$ cat config.mk
export PLATFORM = sky130hd
export DESIGN_NAME = fpu_fadd_iter
export DESIGN_NICKNAME = d
export VERILOG_FILES = /design/src/rtl/fpu_fadd_iter_pkg.sv /design/src/rtl/fpu_fadd_iter_lzc.sv /design/src/rtl/fpu_fadd_iter.sv
export SDC_FILE = /design/constraint.sdc
export NUM_CORES = 1
export LEC_CHECK = 0
export CELL_PAD_IN_SITES_DETAIL_PLACEMENT = 1
export CELL_PAD_IN_SITES_GLOBAL_PLACEMENT = 2
export CORE_ASPECT_RATIO = 1.25
export CORE_MARGIN = 1
export CORE_UTILIZATION = 35
export CTS_CLUSTER_SIZE = 8
export DETAILED_ROUTE_END_ITERATION = 6
export GPL_TIMING_DRIVEN = 0
export PLACE_DENSITY = 0.81
export SLEW_MARGIN = 20
export SYNTH_ARGS = -nofsm -noshare
export SYNTH_HDL_FRONTEND = slang
export SYNTH_HIERARCHICAL = 1
export SYNTH_SLANG_ARGS = --single-unit
$ cat constraint.sdc
create_clock -name clk -period 6.5 [get_ports clk]
set_clock_uncertainty 0.1 [all_clocks]
set_input_delay 1.95 -clock clk [delete_from_list [all_inputs] [get_ports clk]]
set_output_delay 1.95 -clock clk [all_outputs]
set_load 0.05 [all_outputs]
$ cat src/rtl/fpu_fadd_iter_pkg.sv
// Shared definitions for the iterative floating-point adder.
// Holds FSM states, flag indices, rounding modes and the qNaN builder.
package fpu_fadd_pkg;

   typedef enum logic [2:0] {
      S_IDLE,
      S_CLASS,
      S_ALIGN,
      S_ADD,
      S_NORM,
      S_ROUND,
      S_DONE
   } state_e;

   localparam int FLAG_NV = 3;
   localparam int FLAG_OF = 2;
   localparam int FLAG_UF = 1;
   localparam int FLAG_NX = 0;

   localparam logic RM_RNE = 1'b0;
   localparam logic RM_RTZ = 1'b1;

   // Sign 0, exponent all ones, fraction MSB set; callers truncate to W.
   function automatic logic [255:0] canon_qnan(
      input int exp_w,
      input int man_w
   );
      logic [255:0] q;
      q = ((256'(1) << exp_w) - 256'(1)) << man_w;
      q = q | (256'(1) << (man_w - 1));
      return q;
   endfunction

endpackage

$ cat src/rtl/fpu_fadd_iter_lzc.sv
// Combinational leading-zero counter used by the adder's normaliser.
// Ports: in_i (N bits), cnt_o (leading zeros, N when empty), zero_o.
module fpu_lzc #(
   parameter int N = 25
) (
   input  logic [N-1:0]           in_i,
   output logic [$clog2(N+1)-1:0] cnt_o,
   output logic                   zero_o
);
   localparam int CW = $clog2(N + 1);

   // Scan upward so the highest set bit wins.
   always_comb begin
      cnt_o = CW'(N);
      for (int i = 0; i < N; i++) begin
         if (in_i[i]) cnt_o = CW'(N - 1 - i);
      end
   end

   assign zero_o = ~|in_i;

endmodule

$ cat src/rtl/fpu_fadd_iter.sv
// Multi-cycle IEEE-754 add/subtract with RNE/RTZ, DAZ/FTZ, flags.
// Ports: clk, rst, issue i_valid/i_ready/i_op/i_rm/i_a/i_b,
// result o_valid/o_ready/o_result/o_flags {NV,OF,UF,NX}.
module fpu_fadd_iter
   import fpu_fadd_pkg::*;
#(
   parameter  int EXP_W = 8,
   parameter  int MAN_W = 23,
   localparam int W     = 1 + EXP_W + MAN_W
) (
   input  logic         clk,
   input  logic         rst,
   input  logic         i_valid,
   output logic         i_ready,
   input  logic         i_op,
   input  logic         i_rm,
   input  logic [W-1:0] i_a,
   input  logic [W-1:0] i_b,
   output logic         o_valid,
   input  logic         o_ready,
   output logic [W-1:0] o_result,
   output logic [3:0]   o_flags
);
   localparam int XW   = MAN_W + 4;
   localparam int EW   = EXP_W + 2;
   localparam int LW   = MAN_W + 2;
   localparam int CW   = $clog2(LW + 1);
   localparam int EMAX = (1 << EXP_W) - 1;
   localparam logic [W-1:0] QNAN =
      W'(canon_qnan(EXP_W, MAN_W));

   state_e               state_q, state_d;
   logic [W-1:0]         a_q, a_d;
   logic [W-1:0]         b_q, b_d;
   logic [W-1:0]         res_q, res_d;
   logic [3:0]           flg_q, flg_d;
   logic                 rm_q, rm_d;
   logic                 sgn_q, sgn_d;
   logic                 sub_q, sub_d;
   logic signed [EW-1:0] exp_q, exp_d;
   logic [XW-1:0]        lm_q, lm_d;
   logic [XW-1:0]        sm_q, sm_d;
   logic [XW:0]          man_q, man_d;

   // Operand decode
   logic             sa, sb;
   logic [EXP_W-1:0] ea, eb;
   logic [MAN_W-1:0] fa, fb;
   logic             a_nan, b_nan, a_snan, b_snan;
   logic             a_inf, b_inf, a_zero, b_zero;

   assign {sa, ea, fa} = a_q;
   assign {sb, eb, fb} = b_q;

   assign a_nan  = (&ea) & (|fa);
   assign b_nan  = (&eb) & (|fb);
   assign a_snan = a_nan & ~fa[MAN_W-1];
   assign b_snan = b_nan & ~fb[MAN_W-1];
   assign a_inf  = (&ea) & ~(|fa);
   assign b_inf  = (&eb) & ~(|fb);
   // Subnormals count as zero.
   assign a_zero = ~(|ea);
   assign b_zero = ~(|eb);

   logic         spec;
   logic [W-1:0] spec_res;
   logic [3:0]   spec_flg;

   always_comb begin
      spec     = 1'b1;
      spec_res = '0;
      spec_flg = '0;
      if (a_nan | b_nan) begin
         spec_res          = QNAN;
         spec_flg[FLAG_NV] = a_snan | b_snan;
      end else if (a_inf & b_inf & (sa ^ sb)) begin
         spec_res          = QNAN;
         spec_flg[FLAG_NV] = 1'b1;
      end else if (a_inf) begin
         spec_res = a_q;
      end else if (b_inf) begin
         spec_res = b_q;
      end else if (a_zero & b_zero) begin
         spec_res = {sa & sb, {(W-1){1'b0}}};
      end else if (a_zero) begin
         spec_res = b_q;
      end else if (b_zero) begin
         spec_res = a_q;
      end else begin
         spec = 1'b0;
      end
   end

   // Alignment: both operands are normal here, so the
   // magnitude compare is a plain unsigned compare.
   logic             a_big, ls, ss;
   logic [EXP_W-1:0] le, se, dexp;
   logic [MAN_W-1:0] lf, sf;
   logic [XW-1:0]    sext, sshf;

   assign a_big = a_q[W-2:0] >= b_q[W-2:0];
   assign ls    = a_big ? sa : sb;
   assign ss    = a_big ? sb : sa;
   assign le    = a_big ? ea : eb;
   assign se    = a_big ? eb : ea;
   assign lf    = a_big ? fa : fb;
   assign sf    = a_big ? fb : fa;
   assign dexp  = le - se;
   assign sext  = {1'b1, sf, 3'b000};

   always_comb begin
      sshf = '0;
      if (32'(dexp) > 32'(XW - 1)) begin
         sshf = XW'(1);
      end else begin
         sshf    = sext >> dexp;
         sshf[0] = sshf[0] |
            (|(sext & ~({XW{1'b1}} << dexp)));
      end
   end

   // Large operand always wins, so subtraction never borrows out.
   logic [XW:0] sum;

   assign sum = sub_q ?
      ({1'b0, lm_q} - {1'b0, sm_q}) :
      ({1'b0, lm_q} + {1'b0, sm_q});

   // Cancellation only leaves a leading one at or above guard,
   // so the counter covers hidden, fraction and guard.
   logic [CW-1:0] lz;
   logic          lz_zero;

   fpu_lzc #(
      .N (LW)
   ) u_lzc (
      .in_i   (man_q[XW-1:2]),
      .cnt_o  (lz),
      .zero_o (lz_zero)
   );

   // Rounding
   logic                 g, r, s, lsb, inc;
   logic [MAN_W+1:0]     rnd;
   logic signed [EW-1:0] rexp;
   logic [MAN_W-1:0]     rfrac;
   logic [W-1:0]         rres;
   logic [3:0]           rflg;

   assign lsb  = man_q[3];
   assign g    = man_q[2];
   assign r    = man_q[1];
   assign s    = man_q[0];
   assign inc  = (rm_q == RM_RNE) & g & (r | s | lsb);
   assign rnd  = {1'b0, man_q[XW-1:3]} +
                 {{(MAN_W+1){1'b0}}, inc};
   assign rexp = rnd[MAN_W+1] ? exp_q + EW'(1) : exp_q;
   assign rfrac = rnd[MAN_W+1] ? '0 : rnd[MAN_W-1:0];

   always_comb begin
      rres          = {sgn_q, rexp[EXP_W-1:0], rfrac};
      rflg          = '0;
      rflg[FLAG_NX] = g | r | s;
      if (rexp >= EW'(EMAX)) begin
         rflg[FLAG_OF] = 1'b1;
         rflg[FLAG_NX] = 1'b1;
         if (rm_q == RM_RTZ)
            rres = {sgn_q, {(EXP_W-1){1'b1}}, 1'b0,
                    {MAN_W{1'b1}}};
         else
            rres = {sgn_q, {EXP_W{1'b1}}, {MAN_W{1'b0}}};
      end else if (rexp < EW'(1)) begin
         rflg[FLAG_UF] = 1'b1;
         rflg[FLAG_NX] = 1'b1;
         rres          = {sgn_q, {(W-1){1'b0}}};
      end
   end

   // Next-state logic
   always_comb begin
      state_d = state_q;
      a_d     = a_q;
      b_d     = b_q;
      rm_d    = rm_q;
      res_d   = res_q;
      flg_d   = flg_q;
      sgn_d   = sgn_q;
      sub_d   = sub_q;
      exp_d   = exp_q;
      lm_d    = lm_q;
      sm_d    = sm_q;
      man_d   = man_q;
      unique case (state_q)
         S_IDLE: begin
            if (i_valid) begin
               a_d     = i_a;
               b_d     = {i_b[W-1] ^ i_op, i_b[W-2:0]};
               rm_d    = i_rm;
               state_d = S_CLASS;
            end
         end
         S_CLASS: begin
            if (spec) begin
               res_d   = spec_res;
               flg_d   = spec_flg;
               state_d = S_DONE;
            end else begin
               state_d = S_ALIGN;
            end
         end
         S_ALIGN: begin
            lm_d    = {1'b1, lf, 3'b000};
            sm_d    = sshf;
            exp_d   = $signed(EW'(le));
            sgn_d   = ls;
            sub_d   = ls ^ ss;
            state_d = S_ADD;
         end
         S_ADD: begin
            if (sum == '0) begin
               res_d   = '0;
               flg_d   = '0;
               state_d = S_DONE;
            end else begin
               man_d   = sum;
               state_d = S_NORM;
            end
         end
         S_NORM: begin
            state_d = S_ROUND;
            if (man_q[XW]) begin
               man_d = {1'b0, man_q[XW:2],
                        man_q[1] | man_q[0]};
               exp_d = exp_q + EW'(1);
            end else if (lz_zero) begin
               res_d   = '0;
               flg_d   = '0;
               state_d = S_DONE;
            end else begin
               man_d = man_q << lz;
               exp_d = exp_q - $signed(EW'(lz));
            end
         end
         S_ROUND: begin
            res_d   = rres;
            flg_d   = rflg;
            state_d = S_DONE;
         end
         S_DONE: begin
            if (o_ready) state_d = S_IDLE;
         end
         default: state_d = S_IDLE;
      endcase
   end

   always_ff @(posedge clk) begin
      if (rst) begin
         state_q <= S_IDLE;
         res_q   <= '0;
         flg_q   <= '0;
      end else begin
         state_q <= state_d;
         res_q   <= res_d;
         flg_q   <= flg_d;
      end
   end

   always_ff @(posedge clk) begin
      a_q   <= a_d;
      b_q   <= b_d;
      rm_q  <= rm_d;
      sgn_q <= sgn_d;
      sub_q <= sub_d;
      exp_q <= exp_d;
      lm_q  <= lm_d;
      sm_q  <= sm_d;
      man_q <= man_d;
   end

   assign i_ready  = (state_q == S_IDLE);
   assign o_valid  = (state_q == S_DONE);
   assign o_result = res_q;
   assign o_flags  = flg_q;

endmodule

**Yosys cells after proc, flatten, opt, wreduce, memory -nomap -nowiden**

Index checks and enable logic that the tools add are counted.

- Register bits after elaboration: 194
- Bits of input ports: 70
- Output and inout bits: 38
- Logic and storage cells: 171

- Add/subtract/negate cells: 6
- Order comparisons: 4
- Eq/ne operators: 14
- Shift-type cells: 3
- Muxes and demuxes: 81
- Bitwise logic cells: 31
- Reductions and logical operators: 19

Operator list:

| operator | number |
|---|---|
| 32-bit two-way mux | 11 |
| 32-bit case mux with 4 select lines | 1 |
| 28-bit two-way mux | 4 |
| 5-bit two-way mux | 16 |
| 23-bit two-way mux | 3 |
| 31-bit two-way mux | 2 |
| 28-bit case mux with 2 select lines | 1 |
| 4-bit two-way mux | 12 |
| 23-bit OR reduction | 2 |
| 31-bit greater-or-equal comparator | 1 |
| 10-bit two-way mux | 3 |
| 27-bit by 27-bit adder with 28-bit output | 1 |
| 28-bit logical NOT | 1 |
| 28-bit by 5-bit left shift with 28-bit output | 1 |
| 27-bit by 27-bit subtractor with 28-bit output | 1 |
| 27-bit bitwise AND | 1 |
| 27-bit inverter | 1 |
| 27-bit OR reduction | 1 |
| 27-bit by 8-bit left shift with 27-bit output (first input constant) | 1 |
| 27-bit by 8-bit >> shifter with 27-bit output | 1 |
| 24-bit by 1-bit adder with 25-bit output | 1 |
| 25-bit OR reduction | 1 |
| 24-bit two-way mux | 1 |
| 3-bit case mux with 7 select lines | 1 |
| other kinds (30) | 89 |

**Longest topological paths before layout**

- Word-level depth: 29
- Depth in mapped cells: 27
- Depth with buffers taken out: 20

**Modules after synthesis**

Netlist, hierarchy kept.

Modules (own cells, without submodules):

| module | instances | cells each | area each (sq um) | seq. area each (sq um) |
|---|---|---|---|---|
| fpu_fadd_iter | 1 | 1883 | 16339.4 | 5435.2 |
| fpu_lzc | 1 | 51 | 287.8 | 0.0 |

**Worst setup path before layout**

Ideal clock, no wire load.

- Kind: register to register
- From: reg state_q[1]
- To: reg exp_q[0] (enable)
- Library setup time: 0.322 ns
- Arrival: 5.151 ns
- Required time: 6.078 ns
- Setup slack: 0.927 ns
- Stages on the path, launching flop included: 4
- Buffers on the path: 1
- Period minus slack after synthesis: 5.573 ns
- Cells stage by stage: dfxtp_1 clkbuf_1 nor3b_1 or2_2

- Longest elaborated chain between the ends: 3
- Elaborated cells between the ends (all ways): 5
- Classes of those cells: eq/ne: 3; reduce/logical: 2

Ends and longest elaborated chain:

| element | RTL line | text |
|---|---|---|
| start, declared | fpu_fadd_iter.sv:32 | `state_e state_q, state_d;` |
| start signal, assigned | fpu_fadd_iter.sv:262 | `state_q <= state_d;` |
| 3-bit == test / 3-bit by 2-bit == test with 1-bit output (equally long branches) | fpu_fadd_iter.sv:193 | `unique case (state_q)` |
| 3-bit by 2-bit != test with 1-bit output (no line) / 2-bit nonzero test (equally long branches) | -- |  |
| 2-bit AND reduction (no line) (*) | -- |  |
| end signal, assigned | fpu_fadd_iter.sv:274 | `exp_q <= exp_d;` |
| end, declared | fpu_fadd_iter.sv:40 | `logic signed [EW-1:0] exp_q, exp_d;` |

Every way passes the cells marked *; elsewhere a longest branch is shown, timed or not.
A chain may end at the register's enable or synchronous reset.

**Worst setup path in the final report**

- From: reg b_q[26]
- To: reg sm_q[0], data pin

- Longest elaborated chain between the ends: 8
- Elaborated cells between the ends (all ways): 12
- Classes of those cells: add/sub: 1; order compare: 2; shift: 2; mux: 3; bitwise: 3; reduce/logical: 1

Ends and longest elaborated chain:

| element | RTL line | text |
|---|---|---|
| start, declared | fpu_fadd_iter.sv:34 | `logic [W-1:0] b_q, b_d;` |
| start signal, assigned | fpu_fadd_iter.sv:270 | `b_q <= b_d;` |
| 31-bit greater-or-equal comparator | fpu_fadd_iter.sv:101 | `assign a_big = a_q[W-2:0] >= b_q[W-2:0];` |
| 8-bit two-way mux (on tied branches) | fpu_fadd_iter.sv:104, fpu_fadd_iter.sv:105 |  |
| 8-bit subtractor | fpu_fadd_iter.sv:108 | `assign dexp = le - se;` |
| 27-bit by 8-bit left shift with 27-bit output | fpu_fadd_iter.sv:118 | `(\|(sext & ~({XW{1'b1}} << dexp)));` |
| 27-bit inverter | fpu_fadd_iter.sv:118 |  |
| 27-bit bitwise AND | fpu_fadd_iter.sv:118 |  |
| 27-bit OR reduction | fpu_fadd_iter.sv:118 |  |
| 1-bit OR | fpu_fadd_iter.sv:117 | `sshf[0] = sshf[0] \|` |
| end signal, assigned | fpu_fadd_iter.sv:276 | `sm_q <= sm_d;` |
| end, declared | fpu_fadd_iter.sv:42 | `logic [XW-1:0] sm_q, sm_d;` |

Parallel ways exist; a longest one is shown, timed or not.

==> results.py <==
metrics = {
    "worst_setup_path": {
        "ff2ff_setup_slack_ps": 380,
        "critPathLaunchType": "flop",
        "reg2reg_to": "sm_q[0]$_SDFFCE_PP1P_",
        "crit_start": "b_q[26]$_DFFE_PP_",
        "cp.arrival_ps": 6200,
        "worstSetupEndpointType": "flop",
        "required_ps": 6580,
        "rr_worst_depth": 24,
        "reg2reg_from": "b_q[26]$_DFFE_PP_",
        "crit_type": "reg2reg",
        "crit_fanout": 19,
    },
    "cells_and_area": {
        "fillCellCount": 5573,
        "nets": 2225,
        "diodes": 0,
        "final_layout_size_suffix_gt1_share_pct": 6.445,
        "area_growth_pct": 15.92,
        "utilization_pct": 41.48,
        "post-route-cell-area_um2": 19270,
    },
    "clock_network": {
        "clk_latency_ps": 470,
        "clock-sinks": 194,
        "cts_root_buffer": "clkbuf_16",
        "clk_path_buf_depth": 2,
        "h-tree-depth": 4,
        "cts_tree": "built",
        "cts.clk_slew.worst_paths_ps": 90,
        "cts_hold_buf": 0,
        "numCtsBuffers": 17,
    },
    "route": {
        "vias": 16400,
        "drt-initial-drc-count": 1316,
        "drtAntennaViolNets": 0,
        "wl_per_cell_um": 25.91,
        "wl_um": 70200,
        "drt-pass1-iter-count": 5,
        "route.detailed.drc": 0,
        "viasPerCell": 6.052,
    },
    "pwr": {
        "seqPwrFrac_pct": 34.8,
        "vdd_drop_max_mv": 0.2164,
        "p_int_mw": 2.679,
        "p_total_mw": 4.616,
        "p_leak_nw": 7.250,
        "p_switching_mw": 1.937,
        "power_density_nw_per_um2": 239.5,
        "p_sw_share_pct": 41.96,
        "power.share.combinational_pct": 40.8,
        "clkPwrFrac_pct": 24.4,
    },
    "placed_design": {
        "post-dp-hpwl_um": 56480,
        "finalWeightedCongestion": 0.9888,
        "io_buffers": 107,
        "placed_area_um2": 18570,
    },
    "worst_hold_path": {
        "hold_class": "reg2reg",
        "min_to": "o_flags[3]$_SDFFE_PP0P_",
        "min_from": "o_flags[3]$_SDFFE_PP0P_",
        "holdPathStages": 2,
    },
    "synth": {
        "yosys.cell_count.top_type": "nor2_1",
        "avgSynthCellArea_um2": 8.597,
        "synth.top_cells.by_count": "nor2_1 (181), nand2_1 (160), edfxtp_1 (155), a21oi_1 (141), mux2i_1 (117)",
        "ys_seq_elements": 194,
        "synth_area_leaders": "edfxtp_1 (28%), mux2i_1 (7.0%), ha_1 (6.5%)",
        "synthesis.nets": 2093,
        "synth_largest_area_cell": "edfxtp_1",
        "ys_seq_area_share_pct": 32.69,
        "synth_area_um2": 16630,
        "async_flop_share_pct": 0,
        "synth_top_area_share_pct": 27.99,
        "synth-edff-count": 155,
        "ys.flop_type": "edfxtp_1",
        "yosysUniqueCellTypes": 91,
        "netlist_instances": 1934,
        "yosys_warnings": 6,
    },
    "global_routing": {
        "grt_pass1_vias": 16680,
        "grt.total_usage_pct": 28.91,
        "antenna_found_initial": 0,
        "grt_max_degree": 65,
        "gr-total-overflow": 0,
        "grt_pass1_wl_um": 104400,
    },
    "timing": {
        "period_needed_ps": 6118,
        "final-max-slew-violation-count": 0,
        "report.final.hold_viol_count": 0,
        "rsz0062_at_grt": "no",
        "fmax_mhz": 163.4,
        "slew_headroom_pct": 16.73,
        "worst_pin_slew_ps": 1240,
        "setup_violations": 0,
        "min_period_over_period_pct": 94.13,
        "holdWs_ps": 366.4,
    },
    "floorplan": {
        "die_y_um": 245.7,
        "core_area_um2": 46460,
        "dieArea_um2": 48390,
        "rows": 88,
        "initial_core_util_pct": 35.78,
        "io_pins": 108,
        "die_w_um": 197.0,
    },
    "outcome": {
        "status": "complete, no violations",
    },
    "run": {
        "maxCapViolCount": 0,
    },
}
-- critical path: stages (launching register included) --
cell,delay (ps)
edfxtp_1,500
inv_1,120
ha_1,270
buf_2,190
a21oi_1,150
o21ai_0,90
a22oi_1,290
o211ai_1,230
nor2_1,220
clkbuf_4,300
buf_6,260
inv_2,150
clkbuf_2,230
nor2_1,130
nor2_1,50
ha_1,170
a31oi_1,190
a211oi_1,120
or4_1,500
a21oi_2,370
clkbuf_2,310
nand2_1,240
o221ai_1,260
o21ai_0,120
nand4b_1,240
-- layout by cell type (no fill, tap or decap), types with 42 or more instances in the layout --
| cell type | instances |
|---|---|
| mux2i_1 | 117 |
| nor2_1 | 181 |
| a21oi_1 | 139 |
| inv_1 | 109 |
| clkbuf_1 | 100 |
| clkdlybuf4s50_1 | 107 |
| ha_1 | 86 |
| edfxtp_1 | 155 |
| nand3_1 | 62 |
| nand2_1 | 160 |
| nor3_1 | 47 |
| o21ai_0 | 108 |
| nor2b_1 | 42 |
-- metrics by stage --
step                instances  TNS [ps]  setup WS, ps
floorplan                1934         0         927.1
global placement         2671    -33270        -859.4
detailed placement       2677    -11090        -826.5
CTS                      2710         0         21.77
global route             2709         0         47.14
finish                   2709         0         381.7
-- state kept, by name (all words and copies together), names as in the netlist, 3 cells and up --
register	count
a_q	32
b_q	32
o_result	32
man_q	28
sm_q	27
lm_q	23
exp_q	10
o_flags	4
state_q	3
-- layer usage --
layer	vias up	share of wire, %	routed length, um	global-route usage (%)
met4	0	5.2	3642	14.43
met5	-	0	0	0
li1	7497	-	-	-
met1	8154	41	28700	35.23
met2	590	50	34810	50.42
met3	155	4.3	3039	3.059
-- cells by family after synthesis --
logic type                 after synthesis  synth area share [%]
and+or+nand+nor                        647                 19.08
AOI/OAI and AO/OA                      549                 22.04
buffers and inverters                  244                 5.817
DFF                                    194                 32.69
muxes                                  143                 9.956
adders and majority gates               89                 6.788
xor gates and xnor gates                68                 3.627
-- layout make-up --
class	count	area, um^2	share of cell area (%)
Buffer	131	560.5	2.908
Clock buffer	18	450.4	2.337
Clock inverter	14	175.2	0.9088
Inverter	111	416.7	2.162
Multi-Input combinational cell	1496	10300	53.42
Sequential cell	194	5435	28.20
Tap cell	630	788.3	4.090
Timing Repair Buffer	115	1151	5.972
-- timing repair --
item / in CTS / in global routing
pin swaps: 1 / 0
resized for setup: 6 / 15
hold endpoints to repair: 0 / 0
endpoints found under the setup margin: 27 / 27
setup buffers: 2 / 0
-- power groups by stage --
stage                     Clock, mW  Sequential [mW]  Combinational (mW)
after CTS                      1.14             1.60                1.84
final                          1.13             1.61                1.88
after floorplan                   0             1.57                1.20
after global routing           1.18             1.61                2.02
after detailed placement          0             1.63                1.81
after global placement            0             1.63                1.78
-- worst max path at each step --
stage,endpoint,slack (ps),cells past startpoint
global route,sm_q[0]$_SDFFCE_PP1P_,50,24
CTS,sm_q[0]$_SDFFCE_PP1P_,20,23
finish,sm_q[0]$_SDFFCE_PP1P_,380,24
global placement,exp_q[5]$_DFFE_PP_,-860,3
detailed placement,sm_q[0]$_SDFFCE_PP1P_,-830,23
floorplan,exp_q[0]$_DFFE_PP_,930,3
Power figures use the tool's default switching activity.
